===== src/rtl/retire_perf_monitor.sv =====
`default_nettype none
// ============================================================================
// Module      : retire_perf_monitor
// Description : Retire-interface performance counters with halt detection,
//               cycle-limit watchdog and a registered counter readout port.
// Revision    : 1.0 - initial release
// ============================================================================
module retire_perf_monitor #(
    parameter int CNT_WIDTH = 32,
    parameter int TIMEOUT   = 40000
) (
    input  logic                 i_clk,
    input  logic                 i_rst_n,
    input  logic                 i_start,
    input  logic                 i_clear,
    input  logic                 i_retire_valid,
    input  logic                 i_retire_halt,
    input  logic                 i_retire_trap,
    input  logic                 i_retire_dmem_ren,
    input  logic                 i_retire_dmem_wen,
    input  logic [2:0]           i_sel,
    output logic [CNT_WIDTH-1:0] o_count,
    output logic                 o_running,
    output logic                 o_halted,
    output logic                 o_timeout
);

    localparam logic [1:0] c_ST_IDLE    = 2'd0;
    localparam logic [1:0] c_ST_RUN     = 2'd1;
    localparam logic [1:0] c_ST_HALTED  = 2'd2;
    localparam logic [1:0] c_ST_TIMEOUT = 2'd3;

    localparam int                   c_NUM_CNT = 6;
    localparam logic [CNT_WIDTH-1:0] c_CNT_MAX = {CNT_WIDTH{1'b1}};
    localparam logic [CNT_WIDTH-1:0] c_CNT_ONE = {{(CNT_WIDTH-1){1'b0}}, 1'b1};
    localparam logic [CNT_WIDTH-1:0] c_TIMEOUT = CNT_WIDTH'(TIMEOUT);
    localparam bit                   c_WDOG_EN = (TIMEOUT != 0);

    logic [1:0]           r_state;
    logic [1:0]           w_state_nxt;
    logic [CNT_WIDTH-1:0] r_cnt     [c_NUM_CNT];
    logic [CNT_WIDTH-1:0] w_cnt_nxt [c_NUM_CNT];
    logic [c_NUM_CNT-1:0] w_inc;
    logic                 w_run;
    logic                 w_halt;
    logic                 w_wdog_hit;
    logic [CNT_WIDTH-1:0] w_sel_val;
    logic [CNT_WIDTH-1:0] r_count;
    logic                 r_running;
    logic                 r_halted;
    logic                 r_timeout;

    assign w_run  = (r_state == c_ST_RUN);
    assign w_halt = w_run & i_retire_valid & i_retire_halt;

    // Counter order matches the select encoding: cycles, retired, loads,
    // stores, traps, idle.
    assign w_inc = {w_run & ~i_retire_valid,
                    w_run &  i_retire_valid & i_retire_trap,
                    w_run &  i_retire_valid & i_retire_dmem_wen,
                    w_run &  i_retire_valid & i_retire_dmem_ren,
                    w_run &  i_retire_valid,
                    w_run};

    generate
        for (genvar g = 0; g < c_NUM_CNT; g++) begin : g_cnt_nxt
            assign w_cnt_nxt[g] = (w_inc[g] && (r_cnt[g] != c_CNT_MAX))
                                ? r_cnt[g] + c_CNT_ONE
                                : r_cnt[g];
        end
    endgenerate

    // The watchdog looks at the post-increment cycle count, so the cycle
    // that reaches the limit is itself counted.
    assign w_wdog_hit = c_WDOG_EN && w_run && !w_halt && (w_cnt_nxt[0] == c_TIMEOUT);

    always_comb begin
        w_state_nxt = r_state;
        case (r_state)
            c_ST_IDLE: begin
                if (i_start) w_state_nxt = c_ST_RUN;
            end
            c_ST_RUN: begin
                if (w_halt)          w_state_nxt = c_ST_HALTED;
                else if (w_wdog_hit) w_state_nxt = c_ST_TIMEOUT;
            end
            default: w_state_nxt = r_state;
        endcase
    end

    always_comb begin
        w_sel_val = '0;
        case (i_sel)
            3'd6:    w_sel_val = {{(CNT_WIDTH-3){1'b0}}, r_timeout, r_halted, r_running};
            3'd7:    w_sel_val = '0;
            default: w_sel_val = r_cnt[i_sel];
        endcase
    end

    always_ff @(posedge i_clk or negedge i_rst_n) begin
        if (!i_rst_n) begin
            r_state   <= c_ST_IDLE;
            r_running <= 1'b0;
            r_halted  <= 1'b0;
            r_timeout <= 1'b0;
            r_count   <= '0;
            for (int i = 0; i < c_NUM_CNT; i++) r_cnt[i] <= '0;
        end else if (i_clear) begin
            r_state   <= c_ST_IDLE;
            r_running <= 1'b0;
            r_halted  <= 1'b0;
            r_timeout <= 1'b0;
            r_count   <= '0;
            for (int i = 0; i < c_NUM_CNT; i++) r_cnt[i] <= '0;
        end else begin
            r_state   <= w_state_nxt;
            r_running <= (w_state_nxt == c_ST_RUN);
            r_halted  <= (w_state_nxt == c_ST_HALTED);
            r_timeout <= (w_state_nxt == c_ST_TIMEOUT);
            r_count   <= w_sel_val;
            for (int i = 0; i < c_NUM_CNT; i++) r_cnt[i] <= w_cnt_nxt[i];
        end
    end

    assign o_count   = r_count;
    assign o_running = r_running;
    assign o_halted  = r_halted;
    assign o_timeout = r_timeout;

endmodule
`default_nettype wire


===== config.mk =====
export PLATFORM = sky130hd
export DESIGN_NAME = retire_perf_monitor
export DESIGN_NICKNAME = d
export VERILOG_FILES = /design/src/rtl/retire_perf_monitor.sv
export SDC_FILE = /design/constraint.sdc
export NUM_CORES = 1
export LEC_CHECK = 0
export CAP_MARGIN = 20
export CORE_UTILIZATION = 60
export CTS_BUF_LIST = sky130_fd_sc_hd__clkbuf_2
export CTS_CLUSTER_DIAMETER = 200
export DETAILED_ROUTE_END_ITERATION = 16
export GPL_ROUTABILITY_DRIVEN = 0
export PLACE_DENSITY = 0.79
export SYNTH_ARGS = -nofsm -noshare
export SYNTH_HDL_FRONTEND = slang
export SYNTH_SLANG_ARGS = --single-unit
export TNS_END_PERCENT = 10

===== constraint.sdc =====
create_clock -name i_clk -period 3.55 [get_ports i_clk]
set_clock_uncertainty 0.2 [all_clocks]
set_input_delay 0.71 -clock i_clk [delete_from_list [all_inputs] [get_ports i_clk]]
set_output_delay 0.71 -clock i_clk [all_outputs]
set_load 0.03 [all_outputs]

==> results of run 1 <==
cell usage after synthesis (4+ instances only):
cell      count  area (um2)
a211oi_1      7       52.55
a21oi_1      40       200.2
a22oi_1      29       217.7
a31oi_1       6       37.54
and2_1       17       106.4
and3_1       28       175.2
and4_1       21       183.9
buf_1         7       26.28
buf_2        12       60.06
clkbuf_1     65       244.0
dfrtp_1     229        5731
ha_1          6       75.07
inv_1        23       86.33
mux2_2       28       315.3
mux2i_1      11       110.1
mux4_2       32       720.7
nand2_1      76       285.3
nand2b_1      5       31.28
nand3_1      87       435.4
nand3b_1      4       30.03
nand4_1      58       362.9
nor2_1      222       833.3
nor2b_1      12       75.07
nor3_1       34       170.2
nor3b_1       5       37.54
nor4_1       13       81.33
o21ai_0      29       145.1
o21ai_1       7       35.03
o31a_1        4       35.03
o31ai_1       5       37.54
or3_1        29       181.4
or4_1        13       97.59
xnor2_1      65       569.3
xor2_1       95       832.1
where the power goes:
part / internal, mW / switching, mW
Sequential: 2.62 / 0.0180
Combinational: 0.0859 / 0.191
Clock: 0.660 / 1.03
Total: 3.36 / 1.24
routing by layer:
| layer | track usage | wire [um] | vias to the layer above |
|---|---|---|---|
| li1 | - | - | 4921 |
| met1 | 0.4441 | 13900 | 5298 |
| met4 | 0.1088 | 870 | 2 |
| met2 | 0.4960 | 15610 | 504 |
| met5 | 0 | 12 | - |
| met3 | 0.05245 | 2836 | 82 |
repair_timing:
item | 4_1_cts | 5_1_grt
hold buffers | 1 | 0
resized for setup | 0 | 0
hold endpoints to repair | 93 | 0
through the flow:
stage / hold slack [ns] / util / setup slack, ns
2_1_floorplan: 0.2144 / - / 0.7031
3_3_place_gp: 0.3290 / 0.6475 / 0.2319
3_5_place_dp: 0.3528 / 0.6482 / 0.1553
4_1_cts: 0.06214 / 0.6712 / 0.3518
5_1_grt: 0.1057 / 0.6719 / 0.08680
6_report: 0.1179 / 0.6719 / 0.2883
state kept, by name (all words and copies together) (netlist names):
signal and flops:
o_count 32, o_halted 1, o_running 1, o_timeout 1
r_cnt 192, r_state 2
final timing paths:
check	cells past startpoint	slack, ns	end
max in group asynchronous	3	1.94	r_cnt[50]$_DFFE_PN0P_
worst max-delay path	8	0.29	o_running$_DFF_PN0_
worst max register to register	8	0.29	o_running$_DFF_PN0_
worst min-delay path	2	0.12	r_cnt[98]$_DFFE_PN0P_
min in group asynchronous	2	0.27	r_cnt[90]$_DFFE_PN0P_
worst min register to register	2	0.37	r_cnt[126]$_DFFE_PN0P_
worst max-delay path, delay by kind of cell, from the launching register on:
family	cells	cell delay, ns
simple gates	5	1.61
flops	1	0.54
compound gates	2	0.53
fa+ha+maj	1	0.30
area by class of cell:
cell class,count,area (um2),share of cell area
timing repair buffer,80,764.5,0.05412
sequential,229,5731,0.4057
clock inverter,4,18.77,0.001329
multi-input combinational,1014,6723,0.4760
inverter,23,86.33,0.006112
clock buffer,91,455.4,0.03224
antenna,1,2.502,0.0001772
tap,275,344.1,0.02436
cells by family (layout without fill, tap and decap cells):
group,after synthesis,after routing,synth area share
AND/OR/NAND/NOR,637,637,0.2503
flip-flops,229,229,0.4454
XOR/XNOR,160,160,0.1089
AO/OA/AOI/OAI,140,140,0.06816
buffers and inverters,107,198,0.03238
multiplexers,71,71,0.08907
adder cells (fa/ha/maj),6,6,0.005834
other,0,1,0
==> results.md, run 1 <==
- Commonest non-fill, non-tap cells in the layout: dfrtp_1 (229), nor2_1 (221), xor2_1 (95), clkbuf_2 (91), nand3_1 (87)
- Worst path cell trace: ha_1 -> and3_1 -> nand2_1 -> or4_1 -> o31a_1 -> nor4_2 -> nand4_1 -> o211a_1
- Synth Area per Inst: 9.531 um2
- Critical hold path startpoint: i_clear
- MaxCap Viol Count: 0
- Post-synth net total: 1368
- Yosys cell types: 54
- H-tree depth: 2
- WL per Instance: 19.36 um
- Total GRT Usage: 0.3155
- CTS buffer count: 58
- Antenna violation net count after detailed routing: 0
- Area grow syn2layout: 9.772%
- Die X: 148.4 um
- Worst Path Class, Setup: reg2reg
- Slowest-stage cell, CP: or4_1
- Count of final setup violators: 0
- VDD IR max: 0.2279 mV
- Final Hold Vio Count: 0
- Port Buf Inserts: 46
- CP endpoint kind: register
- Core Box Area: 21020 um2
- Antenna violations before repair: 2
- Pwr Total: 4.604 mW
- #FFs+latches synth: 229
- Post-route DRC: 0
- Row count: 53
- Initial core utilization: 0.6121
- First-pass GRT wire length: 54750 um
- Placed cell count: 1618
- CTS clk-pin slew, worst paths: 0.11 ns
- Fin nets: 1424
- Largest net degree at the start of global routing: 97
- # IOs: 47
- Detailed Route Iter0 Violations: 1005
- Outcome: completed
- Worst skew pair latency: 0.84 ns
- Design Area, Final: 14120 um2
- CP max FO: 9
- DP Wirelength: 24020 um
- Leading cell type in the layout, fill and taps excluded: dfrtp_1
- Critical Path RT: 4.08 ns
- Power per cell area: 326.0 nW/um2
- Die height: 148.4 um
- Area after DPL: 13630 um2
- Final period util: 0.9188
- TritonCTS clock tree: yes
- Worst slew pin tran: 0.9255 ns
- Launch point of the worst reg-to-reg path: r_cnt[160]$_DFF_PN0_
- Synth warn: 0
- Layout cells sized above 1: 0.1381
- Tmin final: 3.262 ns
- Pleak: 5.876 nW
- Async set or reset register ratio after synthesis: 1.000
- Crit path DAT: 3.79 ns
- Synth Cell Area: 12870 um2
- EDFF count, synth: 0
- Max-slew violations: 0
- Sequential-to-total area share from yosys stat: 0.4454
- Crit. Startpoint: r_cnt[160]$_DFF_PN0_
- First-pass detailed-route iteration total: 5
- CP max stage delay: 0.61 ns
- Clk buf depth: 3
- Hold WC Path Type: in2reg
- CTS root buf: clkbuf_2
- Clk sinks: 229
- Rel. slew slack: 0.3782
- DR vias: 10.81k
- Finished Layout Cells: 1717
- Vias in the first global route: 10.59k
- Fillers: 1672
- Post-CTS Setup Repair Bufs: 0
- Top FF cell, synth: dfrtp_1
- RSZ-0062 raised after global routing: false
- Final wirelength: 33240 um
- Maximum clock rate: 306.6 MHz
- Mapped Cells: 1350
- Via/cell ratio: 6.294
- Startpoint Class: register
- Setup TNS: 0 ns
- Die footprint: 22040 um2
- GRT overflow: 0
Power figures use the tool's default switching activity.
==> run 2: changes to the inputs <==
Settings changed: SETUP_SLACK_MARGIN from default to 0.2.
==> run 2 against run 1 <==
Compared with the run above: via count decreased by 0.30%; highest routed layer unchanged; worst setup slack got worse by 0.018 ns; largest power group unchanged; count of clock-buffer cells in the layout is the same.
==> results.md, run 2 (synthesized netlist as in run 1, its figures left out) <==
- Number of flip-flops under the largest register name: 192 (unchanged)
- Count of final setup violators: 0 (unchanged)
- Startpoint Class: register
- Area grow syn2layout: 9.919%
- Final Hold Vio Count: 0 (unchanged)
- Clk sinks: 229 (unchanged)
- DP Wirelength: 24020 um (unchanged)
- CTS buffer count: 58 (unchanged)
- Slowest-stage cell, CP: nor4_1
- Fin nets: 1424 (unchanged)
- Worst Hold Path Cells: 2 (unchanged)
- WL met1: 13870 um (-0.20%)
- Die height: 148.4 um (unchanged)
- Leading cell type in the layout, fill and taps excluded: dfrtp_1
- R2r worst-path depth: 8 (unchanged)
- Initial core utilization: 0.6121 (unchanged)
- Port Buf Inserts: 46 (unchanged)
- Max-slew violations: 0 (unchanged)
- WL per Instance: 19.45 um (+0.49%)
- Core Box Area: 21020 um2 (unchanged)
- Critical Path RT: 4.07 ns (about the same)
- Rel. slew slack: 0.3785 (about the same)
- Worst slew pin tran: 0.9252 ns (-0.0003477 ns)
- Reg with most FFs: r_cnt
- Worst path top cell family by delay: compound AO/OA/AOI/OAI gates
- Maximum clock rate: 304.9 MHz (-0.55%)
- Top Metal Used: met5
- TritonCTS clock tree: yes
- Vias in the first global route: 10.59k (unchanged)
- Pleak: 5.875 nW (about the same)
- Worst path cell trace: nand2_1 -> nor4_1 -> a31oi_1 -> buf_4 -> a211o_1 -> a221oi_1 -> o2111ai_1 -> o211a_1
- Crit path DAT: 3.80 ns (about the same)
- First-pass GRT wire length: 54750 um (unchanged)
- Buf+Inv Stages, Crit Path: 1 (+1)
- Routed wl met3: 2942 um (+3.7%)
- MaxCap Viol Count: 0 (unchanged)
- RSZ-0062 raised after global routing: true
- Tmin final: 3.280 ns (+0.01796 ns)
- Final period util: 0.9238 (+0.005058)
- Final wirelength: 33400 um (+0.49%)
- Die X: 148.4 um (unchanged)
- Antenna violations before repair: 2 (unchanged)
- Critical path depth: 8 (unchanged)
- CTS clk-pin slew, worst paths: 0.11 ns (about the same)
- CP endpoint kind: register
- VDD IR max: 0.2264 mV (-0.67%)
- Worst slack, placed: 0.1553 ns (unchanged)
- H-tree depth: 2 (unchanged)
- Clk buf depth: 3 (unchanged)
- Outcome: completed
- Routed wl met2: 15690 um (+0.47%)
- First-pass detailed-route iteration total: 6 (+1)
- Largest net degree at the start of global routing: 97 (unchanged)
- CP max stage delay: 0.60 ns (about the same)
- # IOs: 47 (unchanged)
- Worst skew pair latency: 0.84 ns (about the same)
- Power per cell area: 325.8 nW/um2 (about the same)
- Setup TNS: 0 ns (unchanged)
- Row count: 53 (unchanged)
- Total GRT Usage: 0.3155 (unchanged)
- DR vias: 10.78k (-0.30%)
- Post-CTS Setup Repair Bufs: 0 (unchanged)
- Layout cells sized above 1: 0.1402 (+0.002082)
- Setup ws final: 0.2704 ns (-0.01796 ns)
- Antenna violation net count after detailed routing: 0 (unchanged)
- Commonest non-fill, non-tap cells in the layout: dfrtp_1 (228), nor2_1 (220), xor2_1 (95), clkbuf_2 (91), nand3_1 (87)
- Detailed Route Iter0 Violations: 1174 (+17%)
- CTS root buf: clkbuf_2
- CP max FO: 8 (-1)
- Die footprint: 22040 um2 (unchanged)
- Post-route DRC: 0 (unchanged)
- Via/cell ratio: 6.275 (-0.30%)
- GRT overflow: 0 (unchanged)
- Worst Path Class, Setup: reg2reg
- Hold WC Path Type: in2reg
run 2: final timing paths:
| kind | slack, ns | to | start |
|---|---|---|---|
| setup / recovery | 0.27 | o_running$_DFF_PN0_ | r_cnt[182]$_DFF_PN0_ |
| hold reg to reg | 0.37 | r_cnt[126]$_DFFE_PN0P_ | r_cnt[126]$_DFFE_PN0P_ |
| min in group asynchronous | 0.26 | r_cnt[88]$_DFFE_PN0P_ | i_rst_n |
| max in group asynchronous | 1.92 | r_cnt[50]$_DFFE_PN0P_ | i_rst_n |
| setup reg to reg | 0.27 | o_running$_DFF_PN0_ | r_cnt[182]$_DFF_PN0_ |
| hold / removal | 0.11 | r_cnt[98]$_DFFE_PN0P_ | i_clear |
run 2: worst register-to-register path, stage by stage, from the launching register on:
cell and delay [ns]:
dfrtp_1 0.52, nand2_1 0.18, nor4_1 0.60, a31oi_1 0.32, buf_4 0.24, a211o_1 0.29
a221oi_1 0.27, o2111ai_1 0.25, o211a_1 0.29
run 2: cell type report:
| type | count | area [um2] |
|---|---|---|
| timing repair buffer | 80 | 764.5 |
| clock inverter | 4 | 18.77 |
| sequential | 229 | 5732 |
| clock buffer | 91 | 455.4 |
| inverter | 23 | 86.33 |
| fill | 1667 | 6878 |
| antenna | 1 | 2.502 |
| tap | 275 | 344.1 |
| multi-input combinational | 1014 | 6740 |
run 2: through the flow:
| stage | util | hold WS (ns) | power [mW] | instance area [um2] | instances |
|---|---|---|---|---|---|
| floorplan | - | 0.2144 | 2.831 | 12870 | 1350 |
| global placement | 0.6475 | 0.3290 | 2.956 | 13610 | 1617 |
| detailed placement | 0.6482 | 0.3528 | 2.963 | 13630 | 1618 |
| CTS | 0.6712 | 0.06214 | 4.661 | 14110 | 1714 |
| global route | 0.6728 | 0.1057 | 4.813 | 14140 | 1717 |
| finish | 0.6728 | 0.1068 | 4.608 | 14140 | 1717 |
run 2: layer usage:
metal,up-vias,track usage
li1,4927,-
met5,-,0
met2,497,0.4960
met3,80,0.05245
met1,5269,0.4441
met4,2,0.1088
run 2: timing repair:
action / 4_1_cts / 5_1_grt
endpoints found under the hold margin: 93 / 0
gates resized for setup: 0 / 4
hold buffers: 1 / 0
endpoints found under the setup margin: 0 / 2
run 2: power by group:
group / switching (mW) / internal [mW]
registers: 0.0179 / 2.62
logic: 0.192 / 0.0859
clock network: 1.04 / 0.660
total: 1.25 / 3.36
==> run 3: changes to the inputs <==
Settings changed: CORE_UTILIZATION 60 to 58.
Clock period 3.55 ns to 2.9 ns, I/O delays scaled along.
==> run 3 against run 2 <==
Compared with the run above: wire length rose by 7.9%; clock power rose by 35%; first-iteration DRC count is 11% lower; worst setup slack worse by 0.18 ns; count of clock-buffer cells in the layout is 2 lower; register-to-register slack lost 0.18 ns; die area increased by 3.4%; via count grew 4.5%; critical endpoint is now r_state[1]$_DFF_PN0_; sequential share of layout area decreased by 2.8 points; flip-flop and latch count stayed put; critical path depth up 2; combinational power rose by 35%.
==> results.md, run 3 (synthesized netlist as in run 1, its figures left out) <==
- Outcome: completed
- Antenna violations before repair: 1 (-1)
- Count of final setup violators: 0 (unchanged)
- R2r worst-path depth: 10 (+2)
- Max-slew violations: 0 (unchanged)
- RSZ-0062 raised after global routing: true
- Slowest-stage cell, CP: dfrtp_1
- Critical Path RT: 3.45 ns (-0.62 ns)
- Design Area, Final: 15200 um2 (+7.5%)
- Initial core utilization: 0.5914 (-0.02066)
- Rel. slew slack: 0.5714 (+0.1930)
- Area after DPL: 14220 um2 (+4.4%)
- First-pass detailed-route iteration total: 6 (unchanged)
- Worst Path Class, Setup: reg2reg
- TritonCTS clock tree: yes
- Clk sinks: 229 (unchanged)
- Core Box Area: 21760 um2 (+3.5%)
- CTS buffer count: 59 (+1.7%)
- Clk buf depth: 3 (unchanged)
- Setup TNS: 0 ns (unchanged)
- Tmin final: 2.813 ns (-0.4669 ns)
- Number of flip-flops under the largest register name: 192 (unchanged)
- Largest net degree at the start of global routing: 81 (-16%)
- Final period util: 0.9699 (+0.04608)
- Worst Hold Path Cells: 3 (+1)
- Startpoint Class: register
- CTS clk-pin slew, worst paths: 0.12 ns (about the same)
- VDD IR max: 0.1934 mV (-15%)
- Die footprint: 22780 um2 (+3.4%)
- DP Wirelength: 25200 um (+4.9%)
- Power per cell area: 387.4 nW/um2 (+19%)
- Crit path top cell by count: buf_4
- Hold WC Path Type: in2reg
- Layout cells sized above 1: 0.2074 (+0.06723)
- H-tree depth: 2 (unchanged)
- CP endpoint kind: register
- Post-route DRC: 0 (unchanged)
- Final Util: 0.6987 (+0.02588)
- Port Buf Inserts: 46 (unchanged)
- Total GRT Usage: 0.3233 (+0.007717)
- Row count: 54 (+1.9%)
- Antenna violation net count after detailed routing: 0 (unchanged)
- # IOs: 47 (unchanged)
- Reg with most FFs: r_cnt
- Worst slew pin tran: 0.6429 ns (-0.2823 ns)
- CP max FO: 4 (-4)
- Worst path cell trace: nand4_1 -> buf_4 -> nor4_4 -> a31oi_1 -> buf_4 -> a311o_1 -> a221oi_2 -> o2111ai_2 -> buf_4 -> o22ai_1
- Vias in the first global route: 10.99k (+3.8%)
- Crit path DAT: 3.36 ns (-0.44 ns)
- Fin nets: 1507 (+5.8%)
- Final wirelength: 36030 um (+7.9%)
- Pleak: 7.037 nW (+20%)
- Final Hold Vio Count: 0 (unchanged)
- Via/cell ratio: 6.184 (-1.5%)
- Worst skew pair latency: 0.89 ns (+0.05 ns)
- Detailed Route Iter0 Violations: 1043 (-11%)
- Leading cell type in the layout, fill and taps excluded: dfrtp_1
- Die X: 150.9 um (+1.7%)
- CP max stage delay: 0.37 ns (-0.23 ns)
- CTS root buf: clkbuf_2
- GRT overflow: 0 (unchanged)
- MaxCap Viol Count: 0 (unchanged)
- Area grow syn2layout: 18.13%
- Commonest non-fill, non-tap cells in the layout: dfrtp_1 (223), nor2_1 (221), buf_4 (104), xor2_1 (95), clkbuf_2 (89)
- Die height: 150.9 um (+1.7%)
- First-pass GRT wire length: 56770 um (+3.7%)
- WL per Instance: 19.80 um (+1.8%)
- DR vias: 11.26k (+4.5%)
- Maximum clock rate: 355.5 MHz (+17%)
[run 3: changes by cell type in the layout (fill, tap and decap cells not counted), moves of 4 or more]
cell             before  now
or4_1                13    7
dfrtp_1             228  223
dlymetal6s2s_1        0   32
clkdlybuf4s50_1      43    8
dfrtp_2               1    6
or4_4                 1    7
nor3_1               34   30
buf_12                3    7
buf_4                28  104
clkinv_1              2   17
[run 3: worst paths after layout]
path / startpoint / to / slack, ns
min in group asynchronous: i_rst_n / r_cnt[139]$_DFFE_PN0P_ / 0.51
setup reg to reg: r_cnt[176]$_DFF_PN0_ / r_state[1]$_DFF_PN0_ / 0.09
hold / removal: i_start / r_state[0]$_DFF_PN0_ / 0.17
max in group asynchronous: i_rst_n / o_count[7]$_DFF_PN0_ / 1.34
setup / recovery: r_cnt[176]$_DFF_PN0_ / r_state[1]$_DFF_PN0_ / 0.09
hold reg to reg: r_cnt[109]$_DFFE_PN0P_ / r_cnt[109]$_DFFE_PN0P_ / 0.38
[run 3: per-stage QoR]
| stage | setup slack (ns) | cells | total power [mW] | hold WS (ns) |
|---|---|---|---|---|
| 3_5_place_dp | -0.002620 | 1695 | 3.643 | 0.3425 |
| 5_1_grt | 0.05463 | 1820 | 6.139 | 0.1472 |
| 3_3_place_gp | -0.005890 | 1694 | 3.637 | 0.3338 |
| 6_report | 0.08723 | 1820 | 5.889 | 0.1686 |
| 4_1_cts | 0.09432 | 1815 | 5.926 | 0.08122 |
| 2_1_floorplan | 0.1651 | 1350 | 3.466 | 0.08441 |
[run 3: power by group]
group	leakage, nW	switching [mW]	total (mW)	internal (mW)
sequential	3.18	0.0172	3.22	3.20
clock	0.423	1.38	2.29	0.910
combinational	3.43	0.251	0.375	0.124
[run 3: worst max-delay path, delay by kind of cell, from the launching register on]
family	cells	cell delay, ns
buffers and inverters	3	0.53
AND/OR/NAND/NOR	2	0.45
flip-flops	1	0.37
AO/OA/AOI/OAI	5	1.11
[run 3: layout make-up]
| class | count | area, um2 |
|---|---|---|
| fill | 1594 | 6555 |
| sequential | 229 | 5738 |
| inverter | 23 | 86.33 |
| clock inverter | 21 | 107.6 |
| timing repair buffer | 162 | 1521 |
| clock buffer | 89 | 445.4 |
| antenna | 2 | 5.005 |
| multi-input combinational | 1014 | 6947 |
| tap | 280 | 350.3 |
[run 3: metal layers]
metal  vias to the layer above  routed length, um  global-route usage
met4                         0               1220              0.1320
met1                      5506              14250              0.4132
li1                       5096                  -                   -
met5                         -                  0                   0
met3                       110               3111             0.06867
met2                       543              17450              0.5344
[run 3: what timing repair did]
item | in CTS | in global routing
hold buffers | 4 | 0
pin swaps | 11 | 16
resized for setup | 18 | 66
setup endpoints to repair | 60 | 144
hold endpoints to repair | 299 | 0
buffers inserted | 6 | 3
